===== src/rtl/id_ex_stage_reg.sv =====
// rtl/id_ex_stage_reg.sv - ID/EX pipeline register with stall, flush, forwarding select and bubble counter
module id_ex_stage_reg #(
  parameter int DATA_W = 32,
  parameter int REG_AW = 5,
  parameter int CNT_W  = 16
) (
  input  logic              clk_i,
  input  logic              rst_i,
  input  logic              stall_i,
  input  logic              flush_i,
  input  logic [DATA_W-1:0] rs1_data_i,
  input  logic [DATA_W-1:0] rs2_data_i,
  input  logic [DATA_W-1:0] imm_i,
  input  logic [REG_AW-1:0] rs1_addr_i,
  input  logic [REG_AW-1:0] rs2_addr_i,
  input  logic [REG_AW-1:0] rd_addr_i,
  input  logic [9:0]        funct_i,
  input  logic [6:0]        ctrl_i,
  input  logic              exmem_regwrite_i,
  input  logic [REG_AW-1:0] exmem_rd_i,
  input  logic              memwb_regwrite_i,
  input  logic [REG_AW-1:0] memwb_rd_i,
  output logic [DATA_W-1:0] rs1_data_o,
  output logic [DATA_W-1:0] rs2_data_o,
  output logic [DATA_W-1:0] imm_o,
  output logic [REG_AW-1:0] rs1_addr_o,
  output logic [REG_AW-1:0] rs2_addr_o,
  output logic [REG_AW-1:0] rd_addr_o,
  output logic [9:0]        funct_o,
  output logic [6:0]        ctrl_o,
  output logic              valid_o,
  output logic [1:0]        forward_a_o,
  output logic [1:0]        forward_b_o,
  output logic [CNT_W-1:0]  bubble_cnt_o
);

  logic [DATA_W-1:0] r_rs1_data;
  logic [DATA_W-1:0] r_rs2_data;
  logic [DATA_W-1:0] r_imm;
  logic [REG_AW-1:0] r_rs1_addr;
  logic [REG_AW-1:0] r_rs2_addr;
  logic [REG_AW-1:0] r_rd_addr;
  logic [9:0]        r_funct;
  logic [6:0]        r_ctrl;
  logic              r_valid;
  logic [CNT_W-1:0]  r_bubble_cnt;
  logic [1:0]        w_fwd_a;
  logic [1:0]        w_fwd_b;

  // 10 = EX/MEM result, 01 = MEM/WB data, 00 = register-file value; x0 never forwards
  function automatic logic [1:0] fwd_sel(
    input logic [REG_AW-1:0] rs,
    input logic              ex_we,
    input logic [REG_AW-1:0] ex_rd,
    input logic              wb_we,
    input logic [REG_AW-1:0] wb_rd
  );
    logic [1:0] sel;
    sel = 2'b00;
    if (ex_we && (ex_rd != '0) && (ex_rd == rs)) begin
      sel = 2'b10;
    end else if (wb_we && (wb_rd != '0) && (wb_rd == rs)) begin
      sel = 2'b01;
    end
    return sel;
  endfunction

  // Pipeline payload: flush beats stall, stall holds, otherwise capture
  always_ff @(posedge clk_i or posedge rst_i) begin
    if (rst_i) begin
      r_rs1_data <= '0;
      r_rs2_data <= '0;
      r_imm      <= '0;
      r_rs1_addr <= '0;
      r_rs2_addr <= '0;
      r_rd_addr  <= '0;
      r_funct    <= '0;
      r_ctrl     <= '0;
      r_valid    <= 1'b0;
    end else if (flush_i) begin
      r_rs1_data <= '0;
      r_rs2_data <= '0;
      r_imm      <= '0;
      r_rs1_addr <= '0;
      r_rs2_addr <= '0;
      r_rd_addr  <= '0;
      r_funct    <= '0;
      r_ctrl     <= '0;
      r_valid    <= 1'b0;
    end else if (!stall_i) begin
      r_rs1_data <= rs1_data_i;
      r_rs2_data <= rs2_data_i;
      r_imm      <= imm_i;
      r_rs1_addr <= rs1_addr_i;
      r_rs2_addr <= rs2_addr_i;
      r_rd_addr  <= rd_addr_i;
      r_funct    <= funct_i;
      r_ctrl     <= ctrl_i;
      r_valid    <= 1'b1;
    end
  end

  // Saturating count of flush cycles; stall has no effect on it
  always_ff @(posedge clk_i or posedge rst_i) begin
    if (rst_i) begin
      r_bubble_cnt <= '0;
    end else if (flush_i && (r_bubble_cnt != {CNT_W{1'b1}})) begin
      r_bubble_cnt <= r_bubble_cnt + CNT_W'(1);
    end
  end

  // Forwarding selects from registered sources against live downstream destinations
  always_comb begin
    w_fwd_a = fwd_sel(r_rs1_addr, exmem_regwrite_i, exmem_rd_i, memwb_regwrite_i, memwb_rd_i);
    w_fwd_b = fwd_sel(r_rs2_addr, exmem_regwrite_i, exmem_rd_i, memwb_regwrite_i, memwb_rd_i);
  end

  assign rs1_data_o   = r_rs1_data;
  assign rs2_data_o   = r_rs2_data;
  assign imm_o        = r_imm;
  assign rs1_addr_o   = r_rs1_addr;
  assign rs2_addr_o   = r_rs2_addr;
  assign rd_addr_o    = r_rd_addr;
  assign funct_o      = r_funct;
  assign ctrl_o       = r_ctrl;
  assign valid_o      = r_valid;
  assign forward_a_o  = w_fwd_a;
  assign forward_b_o  = w_fwd_b;
  assign bubble_cnt_o = r_bubble_cnt;

endmodule


===== config.mk =====
export PLATFORM = sky130hd
export DESIGN_NAME = id_ex_stage_reg
export DESIGN_NICKNAME = d
export VERILOG_FILES = /design/src/rtl/id_ex_stage_reg.sv
export SDC_FILE = /design/constraint.sdc
export NUM_CORES = 1
export LEC_CHECK = 0
export ABC_CLOCK_PERIOD_IN_PS = 4500
export CORE_UTILIZATION = 37
export CTS_CLUSTER_SIZE = 24
export DETAILED_ROUTE_END_ITERATION = 7
export PLACE_DENSITY = 0.81
export REMOVE_ABC_BUFFERS = 1
export SLEW_MARGIN = 20
export SYNTH_ARGS = -nofsm -noshare
export SYNTH_HDL_FRONTEND = slang
export SYNTH_SLANG_ARGS = --single-unit

===== constraint.sdc =====
create_clock -name clk_i -period 4.5 [get_ports clk_i]
set_input_delay 0.9 -clock clk_i [delete_from_list [all_inputs] [get_ports clk_i]]
set_output_delay 0.9 -clock clk_i [all_outputs]
set_load 0.01 [all_outputs]

==> metrics.md, run 1 <==
| Metric | Value |
|---|---|
| Io pins | `between 200 and 300` |
| Worst hold slack | `about 0.51 ns` |
| Layout net count | `~950` |
| FF+latch count, synth | `about 150` |
| Antenna violations before repair | `0` |
| Critical Path AT | `approximately 3.2 ns` |
| CTS sink count | `between 100 and 150` |
| Largest net degree at the start of global routing | `84` |
| Maximum clock frequency | `243 MHz` |
| Avg Vias per Cell | `about 4.8` |
| GP Congestion | `approximately 0.86` |
| Clock skew after layout | `around 0.0060 ns` |
| DRC Markers | `0` |
| DIE HEIGHT | `roughly 130 um` |
| Post-CTS Setup Bufs | `0` |
| Hold EP | `bubble_cnt_o[15]` |
| Outcome | `finished, final reports clean` |
| Reg power frac | `42.9%` |
| Clock latency on the worst-skew pair | `roughly 0.41 ns` |
| Slew Limit Fails | `0` |
| Detailed-route via count | `4959` |
| Fin. Hold Viols | `0` |
| Share of cells above drive strength 1 | `roughly 5.4%` |
| Setup CP Type | `in2out` |
| Design Area, Final | `approximately 9900 sq um` |
| CTS Buf Count | `17` |
| Drt wl/cell | `approximately 16 um` |
| Slew @ Worst Pin | `about 0.87 ns` |
| Placement Cell Area | `9310 sq um` |
| Commonest non-fill, non-tap cell in the layout | `clkdlybuf4s50_1` |
| Die span in x | `131 um` |
| Sw Ratio | `between 20% and 30%` |
| Gate Count Post-Synth | `approximately 520` |
| Worst IR Drop VDD | `roughly 250 uV` |
| Reg2reg end | `bubble_cnt_o[1]` |
| Clock transition at the registers of the reported paths | `approximately 0.06 ns` |
| P_leak | `0.00454 uW` |
| Initial Utilization | `between 30% and 40%` |
| TritonCTS clock tree | `yes` |
| Ys Warns | `0` |
| Critical Path RT | `3.60 ns` |
| Gate power share | `roughly a fifth` |
| Clock share of power | `38.3%` |
| Antenna viol nets, final | `0` |
| Syn_area_per_cell | `11.8 sq um` |
| Fillers | `about 1300` |
| Mapped cell area | `roughly 6200 sq um` |
| Global Route Usage Sum | `about 20%` |
| Slew headroom | `42.0%` |
| CP Capture Type | `output pin` |
| Critical Path Start Type | `input pin` |
| Hold/Removal Path Class | `reg2reg` |
| 1st-pass router iterations | `4` |
| Post-DP HPWL | `11900 um` |
| Area of the multi-input gates | `2420 sq um` |
| Distinct cell type count after synthesis | `32` |
| Pwr Density | `around 350 nW/um^2` |
| Rows | `between 40 and 50` |
| Clock root cell | `clkbuf_16` |
| Maxcap violations | `0` |
| Reg-to-reg setup timing slack | `between 2 and 3 ns` |
| CTS Hold Bufs | `0` |
| Sequential share of the synthesized area | `approximately three fifths` |
| Die area | `roughly 17000 sq um` |
| Post-layout min period | `slightly above 4 ns` |
| Crit-path max FO | `3` |
| CORE AREA | `16100 sq um` |
| Reg area | `~3600 sq um` |
| Switching Power | `897 uW` |
| FF-to-FF path depth | `4` |
| Clk buf depth | `2` |
| Port bufs | `292` |
| Final setup fails | `0` |
| Hold Path Origin | `bubble_cnt_o[15]` |
| Period utilization | `between 90% and 100%` |
| Hold path depth | `1` |
| R2r startpoint | `bubble_cnt_o[8]` |
| H-tree levels | `4` |
| Internal | `between 2000 and 3000 uW` |
| RSZ-0062 raised after global routing | `no` |
| Post-CTS sizing | `0` |
| Global-route wire length before repair | `approximately 27000 um` |
| Most frequent cells in the layout | `clkdlybuf4s50_1 (290), dfrtp_1 (145), nor2_1 (134)` |
| Diode count | `0` |
| Starting DRT DRC Count | `180` |
| Grt total ovfl | `0` |
| Final WL | `between 15000 and 20000 um` |
| Vias in the first global route | `around 5000` |
| Area delta synth->final | `59.5%` |
==> routing by layer <==
metal  up-vias  global-route usage (%)  wire length [um]
met5         -                       0                 0
met4         0                    9.63               587
met3        43                    5.40              1020
met2       186                    33.4              8390
met1      2389                    23.6              6860
li1       2341                       -                 -
==> layout make-up <==
class / instances / area share (%)
multi-input combinational: 345 / 24.5
timing repair buffer: 296 / 30.2
tap: 216 / 2.74
clock buffer: 20 / 4.53
inverter: 3 / 0.165
clock inverter: 12 / 1.12
sequential: 145 / 36.8
==> metrics by stage <==
| step | TNS (ns) | total power (uW) | worst slack [ns] | std cells | util, % |
|---|---|---|---|---|---|
| finish | 0 | 3450 | 0.384 | 1037 | 61.2 |
| global route | 0 | 3610 | 0.288 | 1037 | 61.2 |
| CTS | 0 | 3500 | 0.365 | 1037 | 61.2 |
| detailed placement | 0 | 2150 | 0.372 | 1005 | 57.8 |
| global placement | 0 | 2150 | 0.428 | 1005 | 57.8 |
| floorplan | -42.72 | 1730 | -0.295 | 493 | - |
==> power by group through the flow <==
stage          sequential, uW  clock (uW)  combinational (uW)
6_report                 1480        1320                 648
5_1_grt                  1500        1420                 701
4_1_cts                  1480        1370                 656
3_5_place_dp             1500           0                 653
3_3_place_gp             1500           0                 645
2_1_floorplan            1540           0                 191
==> worst max path at each step <==
stage | start | endpoint | slack [ns] | depth (start not counted)
floorplan | rst_i | bubble_cnt_o[0] | -0.29 | 1
global placement | exmem_rd_i[1] | forward_a_o[0] | 0.43 | 6
detailed placement | exmem_rd_i[1] | forward_a_o[0] | 0.37 | 6
CTS | exmem_rd_i[1] | forward_a_o[0] | 0.36 | 6
global route | exmem_rd_i[1] | forward_a_o[0] | 0.29 | 6
finish | exmem_rd_i[1] | forward_a_o[0] | 0.38 | 6
==> logic make-up (layout without fill, tap and decap cells) <==
kind of cell / after synthesis / after routing / share of synthesized area (%)
multiplexers: 131 / 131 / 21.2
AND/OR/NAND/NOR: 172 / 172 / 12.2
flip-flops: 145 / 145 / 58.7
buffers and inverters: 33 / 331 / 2.29
AO/OA/AOI/OAI: 10 / 10 / 1.01
adder cells (fa/ha/maj): 1 / 1 / 0.202
XOR/XNOR: 31 / 31 / 4.39
==> cell usage after synthesis <==
cell type    n  share of area (%)
dfrtp_1    145                 59
nor2_1     134                8.1
mux2i_1    129                 21
xor2_1      18                2.5
buf_2       14                1.1
xnor2_1     13                1.8
clkbuf_1    12               0.73
nand3_1      7               0.57
nand2_1      6               0.36
nand4_1      6               0.61
or4_1        5               0.61
buf_1        4               0.24
a21oi_1      3               0.24
inv_1        3               0.18
nor4_1       3               0.30
nand4_2      2               0.40
nor4_2       2               0.40
o21ai_0      2               0.16
o21ai_1      2               0.16
and2_1       1               0.10
ha_1         1               0.20
mux2_1       1               0.18
mux2_2       1               0.18
nand3_2      1               0.16
nand3b_1     1               0.12
nor3_1       1              0.081
nor3b_1      1               0.12
nor4b_1      1               0.14
o21a_1       1               0.12
o21ai_2      1               0.14
o41a_1       1               0.18
or3_1        1               0.10
==> flip-flops by register name (all words and copies together) (netlist names) <==
signal,cells
rs1_addr_o,5
funct_o,10
rs1_data_o,32
ctrl_o,7
rd_addr_o,5
rs2_addr_o,5
rs2_data_o,32
bubble_cnt_o,16
imm_o,32
valid_o,1
==> worst max-delay path: stages <==
cell and delay, ns:
clkdlybuf4s50_1 0.51, or4_1 0.58, o21ai_1 0.18, nor4_1 0.10, nor4_2 0.34, clkdlybuf4s50_1 0.60
Note: power is estimated with default switching activity, not from simulation.
==> run 2, diff against run 1 <==
Settings changed: CORE_ASPECT_RATIO from default to 0.8.
==> run 2 against run 1 <==
Compared with the run above:
- sequential share of layout area fell by 0.29 points
- count of clock-buffer cells in the layout fell by 2
- maximum frequency rose by 4.2%
- combinational power rose by 0.8%
- global-route usage rose by 0.83 points
- critical endpoint unchanged
- sequential cell count did not move
- critical path type unchanged
- worst setup slack improved by 0.17 ns
- critical path depth did not move
- utilization rose by 0.71 points
- final area rose by 0.79%
==> metrics.md, run 2 (same netlist as run 1, synthesis figures left out) <==
| Metric | Value |
|---|---|
| Post-DP HPWL | `12200 um` |
| Rows | `41` |
| Maxcap violations | `0` |
| Area delta synth->final | `60.7%` |
| Most frequent cells in the layout | `clkdlybuf4s50_1 (290), dfrtp_1 (145), nor2_1 (134)` |
| Die span in x | `~150 um` |
| Crit-path max FO | `3` |
| Clk buf depth | `2` |
| Hold/Removal Path Class | `reg2reg` |
| Port bufs | `292` |
| Final core utilization | `61.9%` |
| CTS sink count | `145` |
| Avg Vias per Cell | `roughly 4.8` |
| Clock transition at the registers of the reported paths | `around 0.060 ns` |
| Initial Utilization | `about 39%` |
| Detailed-route via count | `4952` |
| RSZ-0062 raised after global routing | `no` |
| Post-layout min period | `between 3 and 4 ns` |
| Pre-CTS setup slack | `0.542 ns` |
| Die area | `approximately 17000 sq um` |
| Global Route Usage Sum | `a little over 20%` |
| Global-route wire length before repair | `between 20000 and 30000 um` |
| Setup CP Type | `in2out` |
| TritonCTS clock tree | `yes` |
| CTS Buf Count | `17` |
| Io pins | `approximately 290` |
| Clock skew after layout | `0.00395 ns` |
| Grt total ovfl | `0` |
| CORE AREA | `16100 sq um` |
| Clock latency on the worst-skew pair | `approximately 0.42 ns` |
| Clock root cell | `clkbuf_16` |
| Slew Limit Fails | `0` |
| Critical Path Start Type | `input pin` |
| GP Congestion | `roughly 0.91` |
| Slew @ Worst Pin | `around 0.86 ns` |
| Slew headroom | `42.5%` |
| Outcome | `finished, final reports clean` |
| DRC Markers | `0` |
| H-tree levels | `4` |
| CTS Hold Bufs | `0` |
| Final setup fails | `0` |
| Antenna violations before repair | `0` |
| Critical Path AT | `3.05 ns` |
| Post-CTS Setup Bufs | `0` |
| Share of cells above drive strength 1 | `5.71%` |
| Worst IR Drop VDD | `roughly 260 uV` |
| P_leak | `~0.0046 uW` |
| Fillers | `1315` |
| Starting DRT DRC Count | `roughly 210` |
| Post-CTS sizing | `0` |
| Antenna viol nets, final | `0` |
| Largest net degree at the start of global routing | `between 90 and 100` |
| Fin. Hold Viols | `0` |
| Vias in the first global route | `5199` |
| Pwr Density | `between 300 and 400 nW/um^2` |
| DIE HEIGHT | `~120 um` |
| Period utilization | `between 80% and 90%` |
| Final WL | `17400 um` |
| CP Capture Type | `output pin` |
| Diode count | `0` |
| Drt wl/cell | `16.7 um` |
| Final WS setup | `about 0.55 ns` |
| Commonest non-fill, non-tap cell in the layout | `clkdlybuf4s50_1` |
| Layout net count | `955` |
| 1st-pass router iterations | `4` |
| Critical Path RT | `3.60 ns` |
| Maximum clock frequency | `253 MHz` |
-- run 2: cell type report --
| type | count | area (sq um) | share of cell area, % |
|---|---|---|---|
| clock inverter | 14 | 204 | 2.05 |
| sequential | 145 | 3630 | 36.5 |
| clock buffer | 18 | 429 | 4.32 |
| inverter | 3 | 16.3 | 0.164 |
| multi-input combinational | 345 | 2420 | 24.3 |
| timing repair buffer | 298 | 2980 | 30.0 |
| tap | 215 | 269 | 2.71 |
-- run 2: critical path, stage by stage --
cell and delay [ns]:
clkdlybuf4s50_1 0.47, or4_1 0.55, o21ai_1 0.16, nor4_1 0.11, nor4_2 0.28, clkdlybuf4s50_1 0.58
-- run 2: worst paths after layout --
kind,startpoint,to,slack [ns],cells after the start
worst max-delay path,exmem_rd_i[1],forward_a_o[0],0.55,6
worst min-delay path,bubble_cnt_o[15],bubble_cnt_o[15],0.50,1
worst max register to register,bubble_cnt_o[7],bubble_cnt_o[1],2.64,4
worst min register to register,bubble_cnt_o[15],bubble_cnt_o[15],0.50,1
max in group asynchronous,rst_i,bubble_cnt_o[6],2.65,3
min in group asynchronous,rst_i,rd_addr_o[1],1.01,2
-- run 2: stage by stage --
step	setup TNS, ns	area (sq um)	instances	total power (uW)	hold slack, ns
finish	0	9940	1038	3650	0.504
global placement	0	9310	1006	2150	0.486
detailed placement	0	9310	1006	2160	0.507
floorplan	-42.72	6060	493	1730	0.526
CTS	0	9940	1038	3690	0.512
global route	0	9940	1038	3810	0.536
-- run 2: per-layer routing --
metal	share of wire (%)	track usage, %	routed length [um]
met1	41	24.6	7140
met2	49	35.0	8530
met3	7.7	7.13	1330
met4	2.1	7.03	357
met5	0	0	0
-- run 2: power by group --
group | switching, uW | internal (uW) | leakage [uW]
logic | 274 | 379 | 0.00236
registers | 89.2 | 1400 | 0.00192
clock network | 574 | 938 | 0.000303
==> run 3, diff against run 2 <==
Settings changed: ABC_AREA from default to 1, CORE_UTILIZATION 37 to 38, PLACE_DENSITY 0.81 to 0.74.
==> run 3 against run 2 <==
Compared with the run above:
- utilization fell by 0.71 points
- clock skew rose by 0.0076 ns
- worst setup slack improved by 0.36 ns
- combinational power rose by 6.9%
- global-route usage rose by 2.1 points
- register-to-register slack improved by 0.14 ns
- final cell count rose by 21%
- clock power barely moved
- via count rose by 28%
==> metrics.md, run 3 <==
| Metric | Value |
|---|---|
| Reg area | `around 3600 sq um` |
| FF+latch count, synth | `145` |
| TritonCTS clock tree | `yes` |
| Post-CTS Setup Bufs | `0` |
| Slew headroom | `a little under two fifths` |
| Die area | `17700 sq um` |
| Port bufs | `between 200 and 300` |
| Most numerous cell in the Yosys netlist | `nand3_1` |
| R2r startpoint | `bubble_cnt_o[0]` |
| Main synth FF type | `dfrtp_1` |
| Largest net degree at the start of global routing | `around 120` |
| Sequential share of the synthesized area | `between 50% and 60%` |
| Final core utilization | `between 60 and 70%` |
| Maximum clock frequency | `about 280 MHz` |
| Hold EP | `rs2_data_o[7]` |
| Hold Path Origin | `rs2_data_o[7]` |
| Critical Path AT | `~2.7 ns` |
| Post-Route Setup TNS | `0 ns` |
| Global Route Usage Sum | `between 20% and 30%` |
| H-tree levels | `4` |
| Worst IR Drop VDD | `about 220 uV` |
| Post-synth EDFFs | `0` |
| Most frequent cells in the layout | `clkdlybuf4s50_1 (291), nand3_1 (265), nand2_1 (196)` |
| Hold path depth | `2` |
| Reg-to-reg setup timing slack | `between 2 and 3 ns` |
| Drt wl/cell | `between 15 and 20 um` |
| Slew @ Worst Pin | `0.928 ns` |
| Post-layout min period | `roughly 3.6 ns` |
| Grt total ovfl | `0` |
| Yosys top cell by area | `dfrtp_1` |
| Final WL | `just under 20000 um` |
| Clock skew after layout | `between 0.01 and 0.015 ns` |
| Antenna viol nets, final | `0` |
| FF-to-FF path depth | `8` |
| Antenna violations before repair | `0` |
| Avg Vias per Cell | `around 5.0` |
| Hold/Removal Path Class | `reg2reg` |
| 1st-pass router iterations | `5` |
| Critical Path RT | `approximately 3.6 ns` |
| Fin. Hold Viols | `0` |
| Share of cells above drive strength 1 | `a little over 5%` |
| Outcome | `finished, final reports clean` |
| Maxcap violations | `0` |
| DRC Markers | `0` |
| Io pins | `just under 300` |
| Commonest non-fill, non-tap cell in the layout | `clkdlybuf4s50_1` |
| Area delta synth->final | `56.1%` |
| Post-synth ARST share | `100%` |
| Starting DRT DRC Count | `between 300 and 400` |
| Layout net count | `roughly 1200` |
| Placement Cell Area | `about 9600 sq um` |
| Fin cells | `1255` |
| Most instantiated cells after synthesis | `nand3_1 (265), nand2_1 (197), dfrtp_1 (145), buf_2 (26)` |
| CTS Buf Count | `17` |
| P_leak | `approximately 0.0047 uW` |
| GP Congestion | `roughly 0.8` |
| CTS sink count | `about 150` |
| Diode count | `0` |
| Final setup fails | `0` |
| Initial Utilization | `between 30% and 40%` |
| Distinct cell type count after synthesis | `24` |
| Detailed-route via count | `between 6000 and 7000` |
| Global-route wire length before repair | `between 30000 and 40000 um` |
| Reg2reg end | `bubble_cnt_o[2]` |
| DIE HEIGHT | `between 100 and 150 um` |
| Yosys top cell area share | `about 56%` |
| Vias in the first global route | `approximately 6000` |
| Mapped cell area | `6530 sq um` |
| Tot Pwr | `3720 uW` |
| Pwr Density | `365 nW/um^2` |
| Design Area, Final | `slightly above 10000 sq um` |
| Setup CP Type | `in2out` |
| Clock transition at the registers of the reported paths | `approximately 0.060 ns` |
| Fillers | `~1500` |
| Clk buf depth | `2` |
| Syn_area_per_cell | `between 8 and 9 sq um` |
| Clock root cell | `clkbuf_16` |
| Post-DP HPWL | `about 13000 um` |
| Slew Limit Fails | `0` |
| CORE AREA | `around 17000 sq um` |
| RSZ-0062 raised after global routing | `no` |
| Gate Count Post-Synth | `between 700 and 800` |
| CP Capture Type | `output pin` |
| Area of the multi-input gates | `roughly 2600 sq um` |
| Period utilization | `between 70% and 80%` |
| DP Cell Count | `about 1200` |
| Rows | `42` |
| Critical Path Start Type | `input pin` |
| Post-CTS sizing | `0` |
| Clock latency on the worst-skew pair | `0.42 ns` |
| Die span in x | `between 100 and 150 um` |
| Ys Warns | `0` |
| Crit-path max FO | `3` |
| CTS Hold Bufs | `0` |
| Area contributors post-synth | `dfrtp_1 (56%), nand3_1 (20%), nand2_1 (11%)` |
## run 3: cell types whose count changed after synthesis, moves of 4 or more
cell      change
nor2_2        +7
clkbuf_1      +8
xnor2_1       +4
buf_2        +12
buf_1         +4
xor2_1       -12
nor2_1      -114
nand3_1     +258
nand2_1     +191
or4_1         -5
inv_1        +16
mux2i_1     -129
## run 3: through the flow
step | setup slack [ns] | hold slack, ns
after floorplan | -1.60 | 0.537
after global placement | 0.974 | 0.489
after detailed placement | 0.929 | 0.492
after CTS | 0.926 | 0.509
after global routing | 0.861 | 0.527
final | 0.916 | 0.501
## run 3: how the worst max path moves through the flow
stage	start	endpoint	cells after the start	slack [ns]
after floorplan	flush_i	ctrl_o[0]	4	-1.60
after global placement	exmem_rd_i[0]	forward_b_o[1]	6	0.97
after detailed placement	exmem_rd_i[2]	forward_b_o[1]	6	0.93
after CTS	exmem_rd_i[2]	forward_b_o[1]	6	0.93
after global routing	exmem_rd_i[2]	forward_b_o[1]	6	0.86
final	exmem_rd_i[2]	forward_b_o[1]	6	0.92
## run 3: kinds of logic (layout without fill, tap and decap cells)
logic type | after synthesis | in the layout | synth area share [%]
DFF | 145 | 145 | 55.5
AOI/OAI and AO/OA | 8 | 8 | 0.670
xor gates and xnor gates | 23 | 23 | 3.08
buffers and inverters | 78 | 350 | 5.21
adders and majority gates | 1 | 1 | 0.192
and+or+nand+nor | 508 | 508 | 35.3
## run 3: per-layer routing
| metal | vias up | GRT usage, % | part of all wire (%) |
|---|---|---|---|
| met5 | - | 0 | 0 |
| met4 | 0 | 7.99 | 1.9 |
| met3 | 30 | 7.59 | 9.1 |
| met2 | 237 | 34.6 | 45 |
| met1 | 2994 | 30.4 | 44 |
| li1 | 3059 | - | - |
## run 3: final cells by class
class | instances | share of cell area (%)
clock buffers | 18 | 4.21
clock inverters | 13 | 1.96
inverters | 21 | 0.871
multi-input cells | 540 | 25.2
flip-flops and latches | 145 | 35.6
well taps | 220 | 2.70
repair buffers | 298 | 29.5
## run 3: worst max-delay path, stage by stage
cell             delay (ns)
clkdlybuf4s50_1        0.55
nor2_1                 0.07
nand2_1                0.06
o21ai_0                0.10
nor3_1                 0.38
clkdlybuf4s50_1        0.61
## run 3: power by group
part / switching [uW] / total, uW / internal (uW)
Clock: 579 / 1520 / 939
Sequential: 94.7 / 1510 / 1410
Combinational: 317 / 698 / 381
Total: 990 / 3720 / 2730
